### src/rtl/mem_seq.sv
// Load/store sequencer: splits core loads/stores into byte accesses
// on the data-memory port and returns extended load data.
module mem_seq #(
  parameter int ADDR_W = 12
) (
  input  logic              clk,
  input  logic              rst_n,
  input  logic              req_valid,
  output logic              req_ready,
  input  logic              req_we,
  input  logic [2:0]        req_func3,
  input  logic [31:0]       req_addr,
  input  logic [31:0]       req_wdata,
  output logic              resp_valid,
  input  logic              resp_ready,
  output logic [31:0]       resp_rdata,
  output logic              resp_err,
  output logic              MemRead,
  output logic              MemWrite,
  output logic [ADDR_W-1:0] mem_addr,
  output logic [2:0]        mem_func3,
  output logic [31:0]       mem_wdata,
  input  logic [31:0]       mem_rdata
);

  typedef enum logic [1:0] {
    IDLE,
    ACCESS,
    RESP
  } state_t;

  state_t            state;
  logic              we;
  logic [2:0]        f3;
  logic [ADDR_W-1:0] addr;
  logic [31:0]       wdata;
  logic [1:0]        k;
  logic              err;
  logic [31:0]       data;

  logic              bad_f3;
  logic              bad_align;
  logic              bad_range;
  logic              req_err;
  logic [1:0]        last;
  logic              access;
  logic [31:0]       ext;
  logic              unused_rdata;

  assign unused_rdata = ^mem_rdata[31:8];

  // Index of the final byte: 0, 1 or 3 for byte, half, word.
  assign last = {f3[1], f3[1] | f3[0]};

  always_comb begin
    bad_f3 = (req_func3[1:0] == 2'b11)
           || (req_func3[2] && (req_we || req_func3[1]));
    bad_align = (req_func3[1:0] == 2'b01 && req_addr[0])
              || (req_func3[1:0] == 2'b10 && req_addr[1:0] != 2'b00);
    bad_range = |req_addr[31:ADDR_W];
    req_err = bad_f3 || bad_align || bad_range;
  end

  always_ff @(posedge clk or negedge rst_n) begin
    if (!rst_n) begin
      state <= IDLE;
      we    <= 1'b0;
      f3    <= 3'b000;
      addr  <= '0;
      wdata <= '0;
      k     <= 2'd0;
      err   <= 1'b0;
      data  <= '0;
    end else begin
      unique case (state)
        IDLE: begin
          if (req_valid) begin
            we    <= req_we;
            f3    <= req_func3;
            addr  <= req_addr[ADDR_W-1:0];
            wdata <= req_wdata;
            k     <= 2'd0;
            data  <= '0;
            err   <= req_err;
            state <= req_err ? RESP : ACCESS;
          end
        end
        ACCESS: begin
          if (!we) data[{k, 3'b000} +: 8] <= mem_rdata[7:0];
          k <= k + 2'd1;
          if (k == last) state <= RESP;
        end
        RESP: begin
          if (resp_ready) state <= IDLE;
        end
        default: state <= IDLE;
      endcase
    end
  end

  // Memory port decoded purely from registered state.
  assign access    = (state == ACCESS);
  assign MemRead   = access && !we;
  assign MemWrite  = access && we;
  assign mem_addr  = access ? addr + ADDR_W'(k) : '0;
  assign mem_func3 = MemRead ? 3'b100 : 3'b000;
  assign mem_wdata = MemWrite ? {24'h0, wdata[{k, 3'b000} +: 8]} : '0;

  assign req_ready  = (state == IDLE);
  assign resp_valid = (state == RESP);
  assign resp_err   = resp_valid && err;

  always_comb begin
    ext = '0;
    unique case (f3)
      3'b000:  ext = {{24{data[7]}}, data[7:0]};
      3'b001:  ext = {{16{data[15]}}, data[15:0]};
      3'b100:  ext = {24'h0, data[7:0]};
      3'b101:  ext = {16'h0, data[15:0]};
      default: ext = data;
    endcase
  end

  assign resp_rdata = (resp_valid && !err && !we) ? ext : '0;

endmodule

### config.mk
export PLATFORM = sky130hd
export DESIGN_NAME = mem_seq
export DESIGN_NICKNAME = d
export VERILOG_FILES = /design/src/rtl/mem_seq.sv
export SDC_FILE = /design/constraint.sdc
export NUM_CORES = 1
export LEC_CHECK = 0
export BUFFER_PORTS_ARGS = -buffer_cell sky130_fd_sc_hd__buf_4
export CAP_MARGIN = 15
export CORE_MARGIN = 1
export CORE_UTILIZATION = 32
export CTS_CLUSTER_SIZE = 20
export DETAILED_ROUTE_END_ITERATION = 16
export PLACE_DENSITY = 0.63
export SYNTH_ARGS = -nofsm -noshare
export SYNTH_HDL_FRONTEND = slang
export SYNTH_SLANG_ARGS = --single-unit
### constraint.sdc
create_clock -name clk -period 2.5 [get_ports clk]
set_input_delay 0.75 -clock clk [delete_from_list [all_inputs] [get_ports clk]]
set_output_delay 0.75 -clock clk [all_outputs]
set_load 0.02 [all_outputs]
==> flow_metrics.py, run 1 <==
metrics = {
    "yosys": {
        "synth-simple-area-share": 0.137,
        "synth_compound_area_frac": 0.117,
        "yosys_warnings": 0,
        "synth_area_um2": 4580,
        "async_flop_share": 1.00,
        "synth_edf_count": 0,
        "yosys.area.top_type_share": 0.464,
        "synth_xor_area_frac": 0.0153,
        "ys_seq_area_frac": 0.464,
        "synth-seq-cells": 85,
        "synth_top_area_cell": "dfrtp_1",
        "synthAdderAreaFrac": 0.0208,
        "ys_top_cells_by_area": "dfrtp_1 46%, mux2_2 12%, a22o_1 4.8%",
        "synthesis.instances": 417,
        "synth.mux.area_fraction": 0.157,
        "yosysMostFrequentCell": "dfrtp_1",
        "avgSynthCellArea_um2": 11.0,
        "synth_common_cells": "85 x dfrtp_1, 47 x mux2_2, 29 x a21oi_1",
        "synth_ff_type": "dfrtp_1",
        "ys_types": 42,
        "synth_top_family_by_area": "multiplexers",
    },
    "cts": {
        "clockBufferDepth": 2,
        "cts.clk_slew.worst_paths_ns": 0.06,
        "cts.sinks": 85,
        "clk_latency_ns": 0.35,
        "cts_tree": "yes",
        "numCtsBuffers": 9,
        "hold_buffers": 0,
        "h-tree-depth": 3,
        "root_buffer": "clkbuf_16",
    },
    "pwr": {
        "switchingPower_mw": 1.04,
        "powerDensity_nw_per_um2": 578,
        "power.total_mw": 3.80,
        "clkPwrFrac": 0.362,
        "switching_share": 0.273,
        "intPower_mw": 2.77,
        "peakVddDrop_mv": 0.562,
        "pwr-share-comb": 0.194,
        "power.leakage_nw": 2.87,
        "power_frac_seq": 0.444,
    },
    "sta": {
        "rsz0062_at_grt": "true",
        "layout_min_cycle_time_ns": 2.67,
        "skew_ns": 0.00467,
        "relSlewSlack": 0.599,
        "finalSetupViolCount": 35,
        "finalMaxSlewViolations": 0,
        "max_freq_ghz": 0.375,
        "final-hold-violation-count": 0,
        "fin_ws_ns": -0.166,
        "tightest_slew_ns": 0.601,
        "fin_crit_sh": 1.07,
    },
    "place": {
        "place_ws_ns": 0.0732,
        "dpl.hpwl_mm": 8.48,
        "gp_congestion": 0.790,
        "portBuffers": 137,
        "dpl-instance-area_um2": 5760,
        "dp_cells": 723,
    },
    "final_layout": {
        "synthToLayoutAreaGrowth_pct": 43.7,
        "multi_input_area_um2": 2480,
        "seq_area_um2": 2130,
        "final_cell_count_no_fill": 748,
        "n_antenna_cell": 0,
        "fin_nets": 674,
        "design_area_um2": 6580,
        "drive_gt1_frac": 0.507,
        "fill_cells": 1301,
    },
    "detailed_routing": {
        "viasPerCell": 4.88,
        "wl_met2_mm": 5.91,
        "wirelength_mm": 12.0,
        "vias": 3650,
        "wl_per_cell_um": 16.1,
        "drc_errors": 0,
        "drtPass1Iterations": 4,
        "wl_met1_mm": 5.07,
        "top_layer_used": "met4",
        "met3RoutedLength_um": 917,
        "first_iter_violations": 146,
        "ant_nets": 0,
    },
    "run": {
        "cap_violations": 0,
    },
    "worst_setup_path": {
        "critPathMaxFanout": 2,
        "cp-start-kind": "flop",
        "crit_required_ns": 1.75,
        "worstSetupPathType": "flop to output port",
        "cp-end-kind": "output port",
        "worstPathArrival_ns": 1.92,
        "r2r_cells": 9,
    },
    "global_routing": {
        "grt_antenna_before_repair": 0,
        "grt_pass1_vias": 3776,
        "grt-ovfl-total": 0,
        "grtUsageTotal": 0.170,
        "grt_max_degree": 52,
        "grt_pass1_wl_mm": 19.3,
    },
    "floorplan": {
        "pin_count": 188,
        "initial_core_util": 0.329,
        "die_h_um": 122,
        "die_x_um": 122,
        "core_region_area_um2": 13900,
        "rows": 43,
        "die_area_um2": 14800,
    },
    "outcome": {
        "run_status": "complete, but fails checks",
        "violations": "negative setup slack",
    },
    "hold_path": {
        "hold_path_class": "primary input to asynchronous set/reset pin",
    },
}
-- cell families (layout without fill, tap and decap cells) --
logic type                 count (synthesis)  count (layout)
xor gates and xnor gates                   8               8
buffers and inverters                     73             199
AOI/OAI and AO/OA                         84              84
muxes                                     56              56
adders and majority gates                  7               7
and+or+nand+nor                          103             103
DFF                                       85              85
other                                      1              26
-- cell type report --
type	count	share of cell area
clock inverter	4	0.00856
multi-input combinational	284	0.377
clock buffer	12	0.0390
sequential	85	0.324
tap	180	0.0342
timing repair buffer	162	0.206
inverter	21	0.0120
-- critical path: stages (launching register included) --
cell,delay [ns]
dfrtp_1,0.38
ha_2,0.20
fa_2,0.34
buf_4,0.15
nand3_2,0.07
nor4_2,0.05
xnor2_1,0.15
nor2_1,0.06
buf_4,0.17
-- worst paths after layout --
check                         start      endpoint  slack, ns
setup / recovery            addr[0]  mem_addr[10]      -0.17
max in group asynchronous     rst_n       addr[1]       1.44
setup reg to reg               k[0]      data[17]       0.16
hold / removal                rst_n       addr[5]       0.39
min in group clk           data[31]      data[31]       0.49
hold reg to reg            data[31]      data[31]       0.49
-- power groups by stage --
stage | Clock (mW) | Sequential (mW) | Combinational [mW]
3_3_place_gp | 0 | 1.69 | 0.653
4_1_cts | 1.41 | 1.68 | 0.719
6_report | 1.37 | 1.69 | 0.738
3_5_place_dp | 0 | 1.70 | 0.674
5_1_grt | 1.47 | 1.71 | 0.801
2_1_floorplan | 0 | 1.67 | 0.467
-- repair_timing --
| action | 4_1_cts | 5_1_grt |
|---|---|---|
| setup endpoints to repair | 42 | 41 |
| pin swaps | 11 | 11 |
| buffers inserted | 5 | 2 |
| resized for setup | 51 | 45 |
| gates cloned | 1 | 1 |
-- flip-flops by register name, summed over array words and instances (netlist names) --
| register | count |
|---|---|
| k | 2 |
| we | 1 |
| wdata | 32 |
| f3 | 3 |
| state | 2 |
| err | 1 |
| addr | 12 |
| data | 32 |
-- per-layer routing --
layer,vias to the layer above,global-route usage
li1,1716,-
met1,1786,0.206
met2,135,0.279
met3,13,0.0613
met4,0,0.0540
met5,-,0
-- layout by cell type (no fill, tap or decap), types with 6 or more instances in the layout --
cell type  Yosys  final
a21oi_2        0      9
a21oi_4        0     16
a22o_1        25     25
and2_1        13     13
and3_1         9      8
buf_4         28    136
buf_6          1     21
clkbuf_16      0     10
conb_1         1     26
dfrtp_1       85     83
inv_1         21     21
mux2_2        47     47
mux4_2         8      8
nand2_1       25     25
nor2_1        13     13
nor4_1        10      7
o21ai_0       14     11
o21ai_1        9     10
xnor2_1        7      6
-- metrics by stage --
step	setup TNS (ns)	hold slack (ns)	utilization
2_1_floorplan	0	0.454	-
3_3_place_gp	0	0.472	0.413
3_5_place_dp	0	0.480	0.413
4_1_cts	-3.00	0.406	0.455
5_1_grt	-5.12	0.431	0.472
6_report	-2.13	0.390	0.472
(Power assumes the default switching activity.)
==> run 2: changes to the inputs <==
--- a/config.mk
+++ b/config.mk
@@ -7,11 +7,13 @@
 export LEC_CHECK = 0
 export BUFFER_PORTS_ARGS = -buffer_cell sky130_fd_sc_hd__buf_4
 export CAP_MARGIN = 15
+export CELL_PAD_IN_SITES_DETAIL_PLACEMENT = 0
+export CELL_PAD_IN_SITES_GLOBAL_PLACEMENT = 1
 export CORE_MARGIN = 1
 export CORE_UTILIZATION = 32
 export CTS_CLUSTER_SIZE = 20
 export DETAILED_ROUTE_END_ITERATION = 16
-export PLACE_DENSITY = 0.63
+export PLACE_DENSITY = 0.75
 export SYNTH_ARGS = -nofsm -noshare
 export SYNTH_HDL_FRONTEND = slang
 export SYNTH_SLANG_ARGS = --single-unit
==> constraint.sdc (replaced) <==
create_clock -name clk -period 3.4 [get_ports clk]
set_input_delay 1.02 -clock clk [delete_from_list [all_inputs] [get_ports clk]]
set_output_delay 1.02 -clock clk [all_outputs]
set_load 0.02 [all_outputs]
==> run 2 against run 1 <==
Compared with the run above:
- the flow now finishes without violations
- combinational power shrank 36%
- core utilization shrank 4.0 points
- setup slack gained 0.42 ns
- clock skew is essentially flat
- hold slack gained 0.099 ns
- die area is the same
- sequential share of layout area grew 2.9 points
- critical path depth shrank 1
- power shrank 26%
- final area shrank 8.5%
- clock power shrank 20%
- largest cell class unchanged
- largest power group unchanged
- highest routed layer unchanged
==> flow_metrics.py, run 2 (same netlist as run 1, synthesis figures left out) <==
metrics = {
    "cts": {
        "cts_tree": "yes",
        "root_buffer": "clkbuf_16",
        "h-tree-depth": 3,
        "cts.clk_slew.worst_paths_ns": 0.06,
        "hold_buffers": 0,
        "numCtsBuffers": 9,
        "postCtsSetupBuffers": 0,
        "clk_latency_ns": 0.34,
        "cts.sinks": 85,
        "postCtsResizedCells": 0,
        "clockBufferDepth": 2,
    },
    "floorplan": {
        "core_region_area_um2": 13900,
        "die_h_um": 122,
        "die_x_um": 122,
        "die_area_um2": 14800,
        "initial_core_util": 0.329,
        "pin_count": 188,
        "rows": 43,
    },
    "place": {
        "place_ws_ns": 0.616,
        "portBuffers": 137,
        "dp_cells": 715,
        "dpl.hpwl_mm": 8.60,
        "gp_congestion": 0.771,
    },
    "worst_setup_path": {
        "max_stage_delay_ns": 0.43,
        "slowest_stage": "fa_1",
        "critPathMaxFanout": 3,
        "cp-start-kind": "flop",
        "cp-end-kind": "output port",
        "worstPathArrival_ns": 2.12,
        "crit_required_ns": 2.38,
        "crit_path_cell_trace": "ha_1 > fa_1 > and3_1 > nand4_1 > xor2_1 > nor2_1 > buf_4",
        "worstSetupPathType": "flop to output port",
    },
    "outcome": {
        "run_status": "finished clean",
    },
    "sta": {
        "finalMaxSlewViolations": 0,
        "max_freq_ghz": 0.318,
        "tightest_slew_ns": 0.825,
        "relSlewSlack": 0.450,
        "final-hold-violation-count": 0,
        "fin_ws_ns": 0.256,
        "fin_crit_sh": 0.925,
        "finalSetupViolCount": 0,
        "fin_setup_tns_ns": 0,
        "skew_ns": 0.00495,
        "rsz0062_at_grt": "false",
        "layout_min_cycle_time_ns": 3.14,
    },
    "final_layout": {
        "final_cell_count_no_fill": 730,
        "mostFrequentLayoutCells": "143 x buf_4, 85 x dfrtp_1, 47 x mux2_2",
        "layout_commonest_cell": "buf_4",
        "top_regs": "data: 32 flops, wdata: 32 flops, addr: 12 flops",
        "n_antenna_cell": 0,
        "seq_area_um2": 2130,
        "drive_gt1_frac": 0.405,
        "synthToLayoutAreaGrowth_pct": 31.5,
        "fin_nets": 657,
        "multi_input_area_um2": 2150,
        "fill_cells": 1315,
    },
    "global_routing": {
        "grt_pass1_wl_mm": 18.3,
        "grtUsageTotal": 0.163,
        "grt_max_degree": 53,
        "grt_pass1_vias": 3540,
        "grt_antenna_before_repair": 0,
        "grt-ovfl-total": 0,
    },
    "hold_path": {
        "hold_path_class": "flop to flop",
    },
    "pwr": {
        "power.total_mw": 2.82,
        "powerDensity_nw_per_um2": 468,
        "peakVddDrop_mv": 0.308,
        "power.leakage_nw": 2.74,
    },
    "detailed_routing": {
        "first_iter_violations": 232,
        "wirelength_mm": 11.5,
        "wl_per_cell_um": 15.7,
        "drtPass1Iterations": 4,
        "vias": 3467,
        "drc_errors": 0,
        "ant_nets": 0,
        "viasPerCell": 4.75,
    },
    "run": {
        "cap_violations": 0,
    },
}
## run 2: cell types whose count changed in the layout (fill, tap and decap cells not counted), sizes merged
cell	change
bufinv	+2
buf	-15
clkinv	-1
clkbuf	-4
## run 2: cell type report
cell class | count | area share
clock buffer | 10 | 0.0380
clock inverter | 5 | 0.0166
inverter | 21 | 0.0131
multi-input combinational | 284 | 0.357
sequential | 85 | 0.353
tap | 180 | 0.0374
timing repair buffer | 145 | 0.185
## run 2: where the power goes
part	total [mW]	switching [mW]	internal, mW
logic	0.471	0.215	0.256
registers	1.25	0.104	1.14
clock network	1.10	0.390	0.711
total	2.82	0.709	2.11
## run 2: path summary, 6_finish.rpt
kind | start | end | slack, ns | cells after the start
worst min-delay path | data[29] | data[29] | 0.49 | 2
min in group asynchronous | rst_n | wdata[15] | 0.71 | 1
worst max-delay path | addr[0] | mem_addr[8] | 0.26 | 7
max in group asynchronous | rst_n | wdata[25] | 2.04 | 2
worst min register to register | data[29] | data[29] | 0.49 | 2
worst max register to register | k[0] | data[21] | 1.09 | 6
## run 2: routing by layer
metal | GRT usage | share of wire | vias to the layer above
li1 | - | - | 1683
met1 | 0.210 | 0.45 | 1649
met2 | 0.252 | 0.47 | 125
met3 | 0.0501 | 0.075 | 10
met4 | 0.0648 | 0.013 | 0
met5 | 0 | 0 | -
## run 2: through the flow
| stage | instance area [µm²] | utilization | hold WS [ns] |
|---|---|---|---|
| after global routing | 6020 | 0.432 | 0.511 |
| after detailed placement | 5700 | 0.409 | 0.479 |
| final | 6020 | 0.432 | 0.488 |
| after CTS | 6020 | 0.432 | 0.494 |
| after global placement | 5700 | 0.409 | 0.469 |
| after floorplan | 4670 | - | 0.456 |
## run 2: worst max-delay path: cells and delay by family, from the launching register on
kind                       cells  cell delay (ns)
adders and majority gates      2             0.67
and+or+nand+nor                3             0.38
buffers and inverters          1             0.19
DFF                            1             0.38
xor gates and xnor gates       1             0.15
